<file path="src/rtl/sudoku_pkg.sv">
// -----------------------------------------------------------------------------
// sudoku_pkg
//   Shared constants and types for the button input path: button bit indices
//   within the 7-bit pad bus, default timing constants, and the per-button
//   debounce state encoding.
//   Ports: none (package).
// -----------------------------------------------------------------------------
package sudoku_pkg;

    // Bit positions in raw_buttons / pending: [6:0] = right, left, down, up, b, a, start
    localparam int unsigned BTN_START   = 0;
    localparam int unsigned BTN_A       = 1;
    localparam int unsigned BTN_B       = 2;
    localparam int unsigned BTN_UP      = 3;
    localparam int unsigned BTN_DOWN    = 4;
    localparam int unsigned BTN_LEFT    = 5;
    localparam int unsigned BTN_RIGHT   = 6;
    localparam int unsigned NUM_BUTTONS = 7;

    // Default timing, in clk cycles
    localparam int unsigned DEF_SYNC_STAGES     = 2;
    localparam int unsigned DEF_DEBOUNCE_CYCLES = 1_000_000;
    localparam int unsigned DEF_REPEAT_DELAY    = 50_000_000;
    localparam int unsigned DEF_REPEAT_RATE     = 10_000_000;

    typedef enum logic [2:0] {
        IDLE       = 3'd0,
        PRESS_DB   = 3'd1,
        HELD       = 3'd2,
        REPEAT     = 3'd3,
        RELEASE_DB = 3'd4
    } db_state_t;

    // Only the direction pad auto-repeats.
    function automatic bit is_direction(input int unsigned idx);
        return (idx >= BTN_UP) && (idx <= BTN_RIGHT);
    endfunction

    function automatic int unsigned max_of3(input int unsigned a,
                                            input int unsigned b,
                                            input int unsigned c);
        int unsigned m;
        m = a;
        if (b > m) m = b;
        if (c > m) m = c;
        return m;
    endfunction

endpackage

</file>
<file path="src/rtl/button_debouncer.sv">
// -----------------------------------------------------------------------------
// button_debouncer
//   One button: synchronizer chain, debounce FSM and optional auto-repeat.
//   Ports:
//     clk        - sole clock, rising edge
//     reset      - asynchronous, active-low
//     raw        - asynchronous active-high pad level
//     press_req  - registered one-cycle press request (initial press and repeats)
//     held       - high while the debounced level is high (HELD/REPEAT/RELEASE_DB)
// -----------------------------------------------------------------------------
module button_debouncer
    import sudoku_pkg::*;
#(
    parameter int unsigned SYNC_STAGES     = DEF_SYNC_STAGES,
    parameter int unsigned DEBOUNCE_CYCLES = DEF_DEBOUNCE_CYCLES,
    parameter int unsigned REPEAT_DELAY    = DEF_REPEAT_DELAY,
    parameter int unsigned REPEAT_RATE     = DEF_REPEAT_RATE,
    parameter bit          REPEAT_EN       = 1'b0
) (
    input  logic clk,
    input  logic reset,
    input  logic raw,
    output logic press_req,
    output logic held
);

    localparam int unsigned CNT_MAX = max_of3(DEBOUNCE_CYCLES, REPEAT_DELAY, REPEAT_RATE);
    localparam int unsigned CW      = $clog2(CNT_MAX) + 1;

    // Counters hold "samples already seen", so a transition fires when the
    // count has reached target-1 and the current sample still agrees.
    localparam logic [CW-1:0] DB_TGT = CW'(DEBOUNCE_CYCLES - 1);
    localparam logic [CW-1:0] RD_TGT = CW'((REPEAT_DELAY > 0) ? REPEAT_DELAY - 1 : 0);
    localparam logic [CW-1:0] RR_TGT = CW'((REPEAT_RATE  > 0) ? REPEAT_RATE  - 1 : 0);

    logic [SYNC_STAGES-1:0] sync;
    logic                   synced;
    db_state_t              state;
    logic [CW-1:0]          db_cnt;
    logic [CW-1:0]          rp_cnt;
    logic                   was_repeat;

    assign synced = sync[SYNC_STAGES-1];
    assign held   = (state == HELD) || (state == REPEAT) || (state == RELEASE_DB);

    function automatic logic [CW-1:0] sat_inc(input logic [CW-1:0] v);
        return (v == '1) ? v : v + 1'b1;
    endfunction

    always_ff @(posedge clk or negedge reset) begin
        if (!reset) begin
            sync       <= '0;
            state      <= IDLE;
            db_cnt     <= '0;
            rp_cnt     <= '0;
            was_repeat <= 1'b0;
            press_req  <= 1'b0;
        end else begin
            sync      <= {sync[SYNC_STAGES-2:0], raw};
            press_req <= 1'b0;

            case (state)
                // The sample that leaves IDLE is the first stable-high sample.
                IDLE: begin
                    if (synced) begin
                        if (DEBOUNCE_CYCLES <= 1) begin
                            state      <= HELD;
                            press_req  <= 1'b1;
                            rp_cnt     <= '0;
                            was_repeat <= 1'b0;
                        end else begin
                            state  <= PRESS_DB;
                            db_cnt <= CW'(1);
                        end
                    end
                end

                PRESS_DB: begin
                    if (!synced) begin
                        state  <= IDLE;
                        db_cnt <= '0;
                    end else if (db_cnt >= DB_TGT) begin
                        state      <= HELD;
                        press_req  <= 1'b1;
                        db_cnt     <= '0;
                        rp_cnt     <= '0;
                        was_repeat <= 1'b0;
                    end else begin
                        db_cnt <= sat_inc(db_cnt);
                    end
                end

                HELD: begin
                    if (!synced) begin
                        if (DEBOUNCE_CYCLES <= 1) begin
                            state  <= IDLE;
                            rp_cnt <= '0;
                        end else begin
                            state      <= RELEASE_DB;
                            db_cnt     <= CW'(1);
                            was_repeat <= 1'b0;
                        end
                    end else if (REPEAT_EN) begin
                        if (rp_cnt >= RD_TGT) begin
                            state     <= REPEAT;
                            press_req <= 1'b1;
                            rp_cnt    <= '0;
                        end else begin
                            rp_cnt <= sat_inc(rp_cnt);
                        end
                    end
                end

                REPEAT: begin
                    if (!synced) begin
                        if (DEBOUNCE_CYCLES <= 1) begin
                            state  <= IDLE;
                            rp_cnt <= '0;
                        end else begin
                            state      <= RELEASE_DB;
                            db_cnt     <= CW'(1);
                            was_repeat <= 1'b1;
                        end
                    end else if (rp_cnt >= RR_TGT) begin
                        press_req <= 1'b1;
                        rp_cnt    <= '0;
                    end else begin
                        rp_cnt <= sat_inc(rp_cnt);
                    end
                end

                // rp_cnt is left untouched here so a release glitch does not
                // restart the hold/repeat timing.
                RELEASE_DB: begin
                    if (synced) begin
                        state  <= was_repeat ? REPEAT : HELD;
                        db_cnt <= '0;
                    end else if (db_cnt >= DB_TGT) begin
                        state      <= IDLE;
                        db_cnt     <= '0;
                        rp_cnt     <= '0;
                        was_repeat <= 1'b0;
                    end else begin
                        db_cnt <= sat_inc(db_cnt);
                    end
                end

                default: begin
                    state  <= IDLE;
                    db_cnt <= '0;
                    rp_cnt <= '0;
                end
            endcase
        end
    end

endmodule

</file>
<file path="src/rtl/button_conditioner.sv">
// -----------------------------------------------------------------------------
// button_conditioner
//   Conditions the seven game pad inputs into single-cycle press pulses.
//   Each button is synchronized and debounced by its own button_debouncer;
//   press requests are merged into a pending register and issued one per
//   cycle in fixed priority start > a > b > up > down > left > right.
//   Ports:
//     clk           - sole clock, rising edge
//     reset         - asynchronous, active-low
//     raw_buttons   - [6:0] = right, left, down, up, b, a, start pad levels
//     *_button      - registered one-cycle press pulses
//     any_held      - high while any debounced button level is high
// -----------------------------------------------------------------------------
module button_conditioner
    import sudoku_pkg::*;
#(
    parameter int unsigned SYNC_STAGES     = DEF_SYNC_STAGES,
    parameter int unsigned DEBOUNCE_CYCLES = DEF_DEBOUNCE_CYCLES,
    parameter int unsigned REPEAT_DELAY    = DEF_REPEAT_DELAY,
    parameter int unsigned REPEAT_RATE     = DEF_REPEAT_RATE
) (
    input  logic       clk,
    input  logic       reset,
    input  logic [6:0] raw_buttons,
    output logic       start_button,
    output logic       a_button,
    output logic       b_button,
    output logic       up_button,
    output logic       down_button,
    output logic       left_button,
    output logic       right_button,
    output logic       any_held
);

    logic [NUM_BUTTONS-1:0] req;
    logic [NUM_BUTTONS-1:0] held;
    logic [NUM_BUTTONS-1:0] pending;
    logic [NUM_BUTTONS-1:0] grant;
    logic [NUM_BUTTONS-1:0] pulse_q;

    for (genvar i = 0; i < NUM_BUTTONS; i++) begin : g_btn
        button_debouncer #(
            .SYNC_STAGES    (SYNC_STAGES),
            .DEBOUNCE_CYCLES(DEBOUNCE_CYCLES),
            .REPEAT_DELAY   (REPEAT_DELAY),
            .REPEAT_RATE    (REPEAT_RATE),
            .REPEAT_EN      (is_direction(i))
        ) u_db (
            .clk      (clk),
            .reset    (reset),
            .raw      (raw_buttons[i]),
            .press_req(req[i]),
            .held     (held[i])
        );
    end

    // Lowest set bit wins; bit 0 (start) is highest priority.
    always_comb begin
        grant = pending & (~pending + 7'd1);
    end

    // A request for an already-pending bit simply ORs in, so it never queues twice.
    always_ff @(posedge clk or negedge reset) begin
        if (!reset) begin
            pending <= '0;
            pulse_q <= '0;
        end else begin
            pulse_q <= grant;
            pending <= (pending & ~grant) | req;
        end
    end

    assign start_button = pulse_q[BTN_START];
    assign a_button     = pulse_q[BTN_A];
    assign b_button     = pulse_q[BTN_B];
    assign up_button    = pulse_q[BTN_UP];
    assign down_button  = pulse_q[BTN_DOWN];
    assign left_button  = pulse_q[BTN_LEFT];
    assign right_button = pulse_q[BTN_RIGHT];
    assign any_held     = |held;

endmodule

</file>
<file path="config.mk">
export PLATFORM = sky130hd
export DESIGN_NAME = button_conditioner
export DESIGN_NICKNAME = d
export VERILOG_FILES = /design/src/rtl/sudoku_pkg.sv /design/src/rtl/button_debouncer.sv /design/src/rtl/button_conditioner.sv
export SDC_FILE = /design/constraint.sdc
export NUM_CORES = 1
export LEC_CHECK = 0
export BUFFER_PORTS_ARGS = -buffer_cell sky130_fd_sc_hd__clkbuf_2
export CAP_MARGIN = 20
export CELL_PAD_IN_SITES_DETAIL_PLACEMENT = 0
export CELL_PAD_IN_SITES_GLOBAL_PLACEMENT = 1
export CORE_ASPECT_RATIO = 0.8
export CORE_MARGIN = 1
export CORE_UTILIZATION = 25
export CTS_CLUSTER_DIAMETER = 120
export DETAILED_ROUTE_END_ITERATION = 10
export PLACE_DENSITY_LB_ADDON = 0.2
export SLEW_MARGIN = 20
export SYNTH_ARGS = -nofsm -noshare
export SYNTH_HDL_FRONTEND = slang
export SYNTH_SLANG_ARGS = --single-unit
</file>
<file path="constraint.sdc">
create_clock -name clk -period 2.29 [get_ports clk]
set_input_delay 0.1145 -clock clk [delete_from_list [all_inputs] [get_ports clk]]
set_output_delay 0.1145 -clock clk [all_outputs]
set_load 0.05 [all_outputs]
</file>
==> impl_metrics.yaml, run 1 <==
synth:
  yosys_warnings: 0
  syn-num-nets: 2895
  synthesis.area_sq_um: 24800
  avgSynthCellArea_sq_um: 8.63
  synth-edff-count: 0
  netlist_top_cells_area: "dfrtp_1, nor2_1, o21ai_0"
  yosys.area.top_type: "dfrtp_1"
  synth-seq-area-share_pct: 44.5
  synth_cell_types: 86
  synthFlopType: "dfrtp_1"
  synth_top_area_share_pct: 44.5
  async_reset_ff_share_pct: 100
  syn_inst: 2872
  yosys_register_bits: 441
pwr:
  internal-power_mw: 14.5
  power_frac_clock_pct: 49.1
  seq_power_share_pct: 41.2
  p_switching_mw: 4.87
  ir_drop_uv: 504
  p_comb_share_pct: 9.7
  p_sw_share_pct: 25.1
  power_density_nw_per_um2: 527
  p_leak_nw: 15.4
sta:
  final.setup.tns_ns: -21.97
  finalMaxSlewViolations: 0
  fmax_mhz: 365
  slew_headroom_pct: 43.1
  hold_violations: 0
  finClkSkew_ns: 0.0101
  min_period_over_period_pct: 120
  rsz0062_at_grt: "true"
  whs_ns: 0.0294
  setup_slack_ns: -0.449
  setup_viol: 189
  finalCriticalPeriod_ns: 2.74
  worstMarginPinSlew_ns: 0.847
setup_path:
  worstPathMaxFanout: 2
  end_kind: "output pin"
  reg2reg_from: "g_btn[5].u_db.db_cnt[13]"
  required_ns: 2.18
  start_kind: "flop"
  r2r_cells: 9
  r2r_setup_slack_ns: -0.33
  critical_path_class: "flop to output pin"
  worstReg2RegEnd: "g_btn[5].u_db.rp_cnt[8]"
  arrival_ns: 2.62
global_route:
  overflow: 0
  grt_pass1_vias: 23500
  grt_pass1_wl_microns: 125000
  grt_antenna_before_repair: 2
  grt.total_usage_pct: 14.8
  grt_start_max_net_pins: 72
routing:
  drcViolationCount: 0
  vias: 24300
  wl_per_cell_microns: 16.5
  wl_microns: 79500
  drt_iter0_markers: 1403
  drt.antenna.violating_nets: 0
  viasPerCell: 5.03
  firstDrtPassIters: 5
cts:
  cts_inserted_buffers: 54
  clkSinkCount: 441
  path_clk_slew_ns: 0.06
  clk_path_buf_depth: 3
  root_buffer: "clkbuf_16"
  tritoncts: "built"
  clk_latency_ns: 0.62
  htree_num_levels: 2
floorplan:
  dieHeight_microns: 284
  die_x_microns: 354
  start_util_pct: 25.4
  dieArea_sq_um: 100000
  fp-row-count: 102
  ioPinCount: 17
  core_area_sq_um: 97500
finish:
  final_util_pct: 37.7
  drive_gt1_share_pct: 35.4
  synthToLayoutAreaGrowth_pct: 48.4
  nFillCells: 9734
  layout.nets: 3495
  num_antenna_cells: 0
  layout_common_cells: "buf_4, dfrtp_1, nor2_1, nand2_1, nand3_1"
  layout_commonest_cell: "buf_4"
run_status:
  outcome: "finished, violations left"
  violations: "setup timing"
placed_design:
  place_ws_ns: -0.445
  hpwl_microns: 51100
  gp_congestion: 0.821
  portBuffers: 16
flow_run:
  drv_cap: 0
worst_hold_path:
  hp-class: "input pin to async pin"
-- through the flow --
step	total power, mW	instance area (sq um)	cells
4_1_cts	19.3	33800	4728
5_1_grt	20.2	36800	4818
3_5_place_dp	9.42	30100	4558
3_3_place_gp	9.40	30100	4558
2_1_floorplan	8.72	24900	2872
6_report	19.4	36800	4818
-- power by group through the flow --
| stage | clock network [mW] | logic, mW | registers (mW) |
|---|---|---|---|
| 4_1_cts | 9.90 | 1.41 | 7.98 |
| 3_5_place_dp | 0 | 1.30 | 8.12 |
| 2_1_floorplan | 0 | 0.613 | 8.11 |
| 6_report | 9.52 | 1.88 | 7.98 |
| 5_1_grt | 10.2 | 2.05 | 7.99 |
| 3_3_place_gp | 0 | 1.28 | 8.12 |
-- cell usage after synthesis (23+ instances only) --
master / instances
a211oi_1: 26
a21oi_1: 141
a22o_1: 53
a31oi_1: 32
and2_1: 48
and3_1: 67
and4_1: 39
clkbuf_1: 111
dfrtp_1: 441
inv_1: 101
nand2_1: 239
nand2b_1: 23
nand3_1: 150
nand4_1: 114
nor2_1: 351
nor2b_1: 33
nor3_1: 104
nor4_1: 56
o21ai_0: 197
o31ai_1: 47
or3_1: 46
or4_1: 38
xnor2_1: 36
xor2_1: 55
-- registers in the layout, summed over array words and instances, names as in the netlist --
signal and cells:
g_btn.u_db.db_cnt 189, g_btn.u_db.press_req 7, g_btn.u_db.rp_cnt 189, g_btn.u_db.state 21
g_btn.u_db.sync 14, g_btn.u_db.was_repeat 7, pending 7, pulse_q 7
-- area by class of cell --
type	count	area, sq um	share of cell area (%)
inverters	103	387	1.05
clock inverters	33	439	1.19
multi-input cells	2198	15500	42.2
flip-flops and latches	441	11100	30.0
clock buffers	69	1530	4.16
repair buffers	674	6240	17.0
well taps	1300	1630	4.42
-- kinds of logic (layout without fill, tap and decap cells) --
family / Yosys count / in the layout / share of synthesized area (%)
buffers and inverters: 236 / 879 / 3.73
DFF: 441 / 441 / 44.5
AOI/OAI and AO/OA: 697 / 697 / 18.5
xor gates and xnor gates: 91 / 91 / 3.21
and+or+nand+nor: 1377 / 1380 / 28.7
adders and majority gates: 14 / 14 / 0.706
muxes: 16 / 16 / 0.671
-- routing by layer --
layer / up-vias / track usage [%] / wire length (microns)
li1: 11800 / - / -
met1: 12000 / 22.3 / 40300
met2: 360 / 22.2 / 35300
met3: 91 / 1.88 / 2720
met4: 2 / 3.29 / 1270
met5: - / 0 / 11
-- worst max-delay path by stage --
stage                                  start                       to  slack, ns  cells past startpoint
floorplan           g_btn[4].u_db.db_cnt[21]  g_btn[4].u_db.rp_cnt[6]      -0.06                      8
finish                g_btn[3].u_db.state[1]                 any_held      -0.45                      8
detailed placement  g_btn[3].u_db.rp_cnt[12]  g_btn[3].u_db.rp_cnt[0]      -0.45                      7
global route          g_btn[3].u_db.state[1]                 any_held      -0.54                      8
CTS                   g_btn[3].u_db.state[1]                 any_held      -0.53                      8
global placement    g_btn[3].u_db.rp_cnt[12]  g_btn[3].u_db.rp_cnt[0]      -0.41                      7
-- critical path, cell delays in order (launching register included) --
cell      delay [ns]
dfrtp_1         0.38
nand2b_1        0.15
buf_12          0.13
nand4_1         0.12
or4_4           0.46
nor4_4          0.17
buf_4           0.16
nand4_1         0.18
clkbuf_8        0.25
-- repair_timing --
action,CTS,global route
gates resized for setup,239,548
hold buffers,8,0
buffers inserted,49,79
cloned,12,27
pin swaps,97,271
endpoints found under the setup margin,285,345
endpoints found under the hold margin,413,0
Note: power is estimated with default switching activity, not from simulation.
==> run 2: changes to the inputs <==
==> constraint.sdc (replaced) <==
create_clock -name clk -period 2.29 [get_ports clk]
set_input_delay 0.229 -clock clk [delete_from_list [all_inputs] [get_ports clk]]
set_output_delay 0.229 -clock clk [all_outputs]
set_load 0.05 [all_outputs]
==> run 2 against run 1 <==
Against the previous run: the run still ends with setup timing left; via count is 0.79% higher; fmax decreased by 1.7%; register-to-register slack worse by 0.06 ns; core utilization is 0.23 points higher; clock skew rose by 0.025 ns; final area is 0.60% higher; global-route usage is 0.54 points higher; critical path depth fell by 1; highest routed layer is now met4.
==> impl_metrics.yaml, run 2 (synthesis gave the netlist of run 1 again) <==
global_route:
  grt_pass1_wl_microns: 129000
  grt_pass1_vias: 24400
  grt_antenna_before_repair: 1
  overflow: 0
  grt.total_usage_pct: 15.3
  grt_start_max_net_pins: 75
sta:
  hold_violations: 0
  worstMarginPinSlew_ns: 0.760
  slew_headroom_pct: 48.9
  min_period_over_period_pct: 122
  setup_slack_ns: -0.498
  finalMaxSlewViolations: 0
  finalCriticalPeriod_ns: 2.79
  finClkSkew_ns: 0.0353
  setup_viol: 191
  fmax_mhz: 359
  rsz0062_at_grt: "true"
placed_design:
  gp_congestion: 0.819
  hpwl_microns: 51700
  portBuffers: 16
  place_ws_ns: -0.600
setup_path:
  required_ns: 2.06
  end_kind: "output pin"
  critical_path_class: "flop to output pin"
  crit_slowest_cell: "or4_1"
  worstReg2RegEnd: "g_btn[5].u_db.rp_cnt[22]"
  reg2reg_from: "g_btn[5].u_db.db_cnt[13]"
  r2r_setup_slack_ns: -0.39
  cpLargestDelayFamily: "simple AND/OR/NAND/NOR gates"
  start_kind: "flop"
  crit_buf_inv: 2
  crit_chain: "nand2b_4 > buf_12 > nand4_1 > or4_1 > nor4_2 > nand4_1 > clkbuf_8"
  critPathMaxStageDelay_ns: 0.44
  r2r_cells: 10
  arrival_ns: 2.56
  cp_common_cell: "nand4_1"
  worstPathMaxFanout: 3
routing:
  wl_per_cell_microns: 16.4
  viasPerCell: 5.05
  drt.antenna.violating_nets: 0
  firstDrtPassIters: 6
  wl_microns: 79400
  drt_iter0_markers: 1457
  vias: 24400
  drcViolationCount: 0
floorplan:
  start_util_pct: 25.4
  dieArea_sq_um: 100000
  fp-row-count: 102
  dieHeight_microns: 284
  ioPinCount: 17
  die_x_microns: 354
  core_area_sq_um: 97500
pwr:
  p_leak_nw: 15.6
  ir_drop_uv: 627
  power_density_nw_per_um2: 537
finish:
  reg_top3: "g_btn.u_db.db_cnt: 189 flops, g_btn.u_db.rp_cnt: 189 flops, g_btn.u_db.state: 21 flops"
  final_util_pct: 38.0
  drive_gt1_share_pct: 35.9
  nFillCells: 9784
  layout.nets: 3521
  layout_common_cells: "buf_4, dfrtp_1, nor2_1, nand2_1, nand3_1"
  layout_commonest_cell: "buf_4"
  synthToLayoutAreaGrowth_pct: 49.3
  num_antenna_cells: 0
cts:
  clkSinkCount: 441
  root_buffer: "clkbuf_16"
  htree_num_levels: 2
  clk_latency_ns: 0.64
  tritoncts: "built"
  path_clk_slew_ns: 0.07
  clk_path_buf_depth: 3
  cts_inserted_buffers: 54
run_status:
  outcome: "finished, violations left"
  violations: "setup timing"
flow_run:
  drv_cap: 0
worst_hold_path:
  hp-class: "input pin to async pin"
==> run 2: cell count changes in the layout (fill, tap and decap cells not counted), sizes merged <==
cell	delta
and2	-1
buf	+38
bufinv	+5
clkbuf	-14
clkinv	-8
clkinvlp	+3
inv	+3
==> run 2: metrics by stage <==
| stage | std cells | hold WS [ns] | cell area (sq um) | TNS, ns | total power [mW] |
|---|---|---|---|---|---|
| finish | 4844 | 0.113 | 37000 | -19.64 | 19.9 |
| detailed placement | 4584 | 0.199 | 30400 | -44.08 | 9.43 |
| CTS | 4780 | 0.115 | 35000 | -26.55 | 20.0 |
| global placement | 4584 | 0.212 | 30400 | -40.34 | 9.42 |
| global route | 4844 | 0.157 | 37000 | -42.13 | 20.7 |
| floorplan | 2872 | -0.0666 | 24900 | -1.16 | 8.72 |
==> run 2: report_power, final <==
group / leakage (nW) / switching [mW] / internal, mW
logic: 8.52 / 1.04 / 0.708
registers: 6.08 / 0.0821 / 7.89
clock network: 1.01 / 3.84 / 6.32
==> run 2: worst max-delay path by stage <==
stage                                         from                       to  slack, ns  cells past startpoint
after global routing        g_btn[3].u_db.state[1]                 any_held      -0.62                      7
after global placement    g_btn[5].u_db.rp_cnt[22]  g_btn[5].u_db.rp_cnt[8]      -0.56                      7
after detailed placement  g_btn[5].u_db.rp_cnt[21]  g_btn[5].u_db.rp_cnt[2]      -0.60                      7
final                       g_btn[3].u_db.state[1]                 any_held      -0.50                      7
after CTS                   g_btn[3].u_db.state[1]                 any_held      -0.58                      7
after floorplan           g_btn[4].u_db.db_cnt[21]  g_btn[4].u_db.rp_cnt[6]      -0.06                      8
==> run 2: per-layer routing <==
layer  up-vias  GRT usage (%)  wire (microns)
met1     12100           22.9           40300
li1      11900              -               -
met4         0           3.47            1400
met2       405           23.1           34800
met3        91           2.17            2870
met5         -              0               0
==> run 2: what timing repair did <==
item | in CTS | in global routing
gates cloned | 20 | 11
setup endpoints to repair | 288 | 370
pin swaps | 184 | 179
hold endpoints to repair | 208 | 0
hold buffers | 8 | 0
gates resized for setup | 410 | 415
buffers inserted | 69 | 70
==> run 2: final cells by class <==
cell class,count,area [sq um],share of cell area [%]
multi-input combinational,2197,15500,41.8
sequential,441,11000,29.8
timing repair buffer,701,6380,17.2
tap,1300,1630,4.39
clock buffer,66,1480,3.99
clock inverter,36,631,1.70
inverter,103,387,1.04
==> run 3: changes to the inputs <==
- CELL_PAD_IN_SITES_DETAIL_PLACEMENT: 0 -> 1
- CELL_PAD_IN_SITES_GLOBAL_PLACEMENT: 1 -> 2
==> run 3 against run 2 <==
Against the previous run: the run still ends with setup timing left; routed wire length grew 10%; critical path depth is 2 higher; flip-flop and latch count stayed put; sequential share of layout area up 0.38 points; clock power shrank 8%; register-to-register slack lost 0.02 ns; cell count decreased by 1.2%; power shrank 3.6%; global-route usage grew 1.7 points; die area unchanged; clock-buffer cell count is 9 higher; largest power group unchanged; critical path type is now flop to flop.
==> impl_metrics.yaml, run 3 (synthesis gave the netlist of run 1 again) <==
cts:
  path_clk_slew_ns: 0.07
  clk_latency_ns: 0.64
  htree_num_levels: 2
  cts_inserted_buffers: 54
  clk_path_buf_depth: 3
  root_buffer: "clkbuf_16"
  tritoncts: "built"
  clkSinkCount: 441
routing:
  viasPerCell: 5.15
  drt.antenna.violating_nets: 0
  wl_microns: 87500
  wl_per_cell_microns: 18.3
  firstDrtPassIters: 5
  drcViolationCount: 0
  drt_iter0_markers: 1074
  vias: 24700
placed_design:
  hpwl_microns: 58200
  portBuffers: 16
  gp_congestion: 0.804
  place_ws_ns: -0.358
global_route:
  grt_util_met2_pct: 26.9
  grt_antenna_before_repair: 0
  use_met3_pct: 2.11
  overflow: 0
  grt_pass1_wl_microns: 143000
  grt_pass1_vias: 26200
  grt.total_usage_pct: 17.0
  busiest_layer: "met2"
  grt_start_max_net_pins: 83
  met1_usage_pct: 24.7
flow_run:
  drv_cap: 0
pwr:
  p_leak_nw: 15.2
  power_density_nw_per_um2: 525
  seq_power_share_pct: 41.7
  p_comb_share_pct: 9.5
  p_sw_share_pct: 25.6
  p_switching_mw: 4.91
  ir_drop_uv: 566
  power_frac_clock_pct: 48.8
  internal-power_mw: 14.3
sta:
  setup_slack_ns: -0.406
  setup_viol: 225
  worstMarginPinSlew_ns: 0.637
  finalMaxSlewViolations: 0
  min_period_over_period_pct: 118
  fmax_mhz: 371
  finalCriticalPeriod_ns: 2.70
  rsz0062_at_grt: "true"
  finClkSkew_ns: 0.0298
  hold_violations: 0
  final.setup.tns_ns: -22.73
  slew_headroom_pct: 57.2
finish:
  layout.nets: 3472
  num_antenna_cells: 0
  synthToLayoutAreaGrowth_pct: 47.3
  drive_gt1_share_pct: 34.2
  layout_common_cells: "buf_4, dfrtp_1, nor2_1, nand2_1, nand3_1"
  nFillCells: 11200
  reg_top3: "g_btn.u_db.db_cnt: 189 flops, g_btn.u_db.rp_cnt: 189 flops, g_btn.u_db.state: 21 flops"
  final_util_pct: 37.5
  layout_commonest_cell: "buf_4"
setup_path:
  arrival_ns: 3.21
  start_kind: "flop"
  worstPathMaxFanout: 7
  critical_path_class: "flop to flop"
  required_ns: 2.80
  end_kind: "flop"
floorplan:
  ioPinCount: 17
  die_x_microns: 354
  dieHeight_microns: 284
  fp-row-count: 102
  dieArea_sq_um: 100000
  core_area_sq_um: 97500
  start_util_pct: 25.4
run_status:
  violations: "setup timing"
  outcome: "finished, violations left"
worst_hold_path:
  hp-class: "input pin to async pin"
run 3: changes by cell type in the layout (fill, tap and decap cells not counted), moves of 18 or more:
cell     delta
o21ai_1    -31
o21ai_0    +52
o21ai_2    -24
buf_6      -29
buf_4      -27
nor2_4     +18
run 3: worst max-delay path: stages, from the launching register on:
cell and delay [ns]:
dfrtp_1 0.38, or4_4 0.57, a221o_1 0.33, o211ai_1 0.31, o2111ai_4 0.24, nand3_4 0.19, buf_12 0.13, buf_16 0.14
mux2i_4 0.22, nor3_2 0.05
run 3: stage by stage:
step / hold WS [ns] / std cells / power [mW] / instance area, sq um
floorplan: -0.0666 / 2872 / 8.72 / 24900
global placement: 0.165 / 4564 / 9.46 / 30200
detailed placement: 0.169 / 4564 / 9.50 / 30200
CTS: 0.0919 / 4753 / 19.5 / 35000
global route: 0.122 / 4787 / 20.0 / 36500
finish: 0.104 / 4787 / 19.2 / 36500
run 3: area by class of cell:
| cell class | count | area [sq um] | share of cell area (%) |
|---|---|---|---|
| sequential | 441 | 11000 | 30.2 |
| timing repair buffer | 651 | 5990 | 16.4 |
| inverter | 103 | 387 | 1.06 |
| tap | 1300 | 1630 | 4.45 |
| clock buffer | 75 | 1550 | 4.25 |
| multi-input combinational | 2198 | 15600 | 42.6 |
| clock inverter | 19 | 355 | 0.973 |
run 3: what timing repair did:
action / in CTS / in global routing
buffers inserted: 64 / 47
endpoints found under the setup margin: 308 / 371
endpoints found under the hold margin: 295 / 0
hold buffers: 8 / 0
pin swaps: 211 / 163
resized for setup: 472 / 296
cloned: 28 / 4
run 3: power groups by stage:
stage | combinational, mW | clock (mW) | sequential, mW
2_1_floorplan | 0.613 | 0 | 8.11
3_3_place_gp | 1.34 | 0 | 8.12
3_5_place_dp | 1.37 | 0 | 8.13
4_1_cts | 1.78 | 9.71 | 7.99
5_1_grt | 2.00 | 10.0 | 8.00
6_report | 1.83 | 9.35 | 7.99
run 3: layer usage:
metal / share of wire [%] / up-vias
li1: - / 11800
met1: 50 / 12600
met2: 46 / 217
met3: 2.3 / 100
met4: 1.6 / 0
met5: 0 / -
run 3: worst paths after layout:
check                                          from                        to  slack (ns)  cells past startpoint
setup / recovery           g_btn[5].u_db.db_cnt[11]   g_btn[5].u_db.rp_cnt[2]       -0.41                      9
hold / removal                                reset   g_btn[3].u_db.rp_cnt[5]        0.10                      2
setup reg to reg           g_btn[5].u_db.db_cnt[11]   g_btn[5].u_db.rp_cnt[2]       -0.41                      9
hold reg to reg               g_btn[0].u_db.sync[0]     g_btn[0].u_db.sync[1]        0.35                      0
max in group asynchronous                     reset  g_btn[5].u_db.rp_cnt[16]        1.32                      3
min in group clk                     raw_buttons[1]     g_btn[1].u_db.sync[0]        0.24                      2
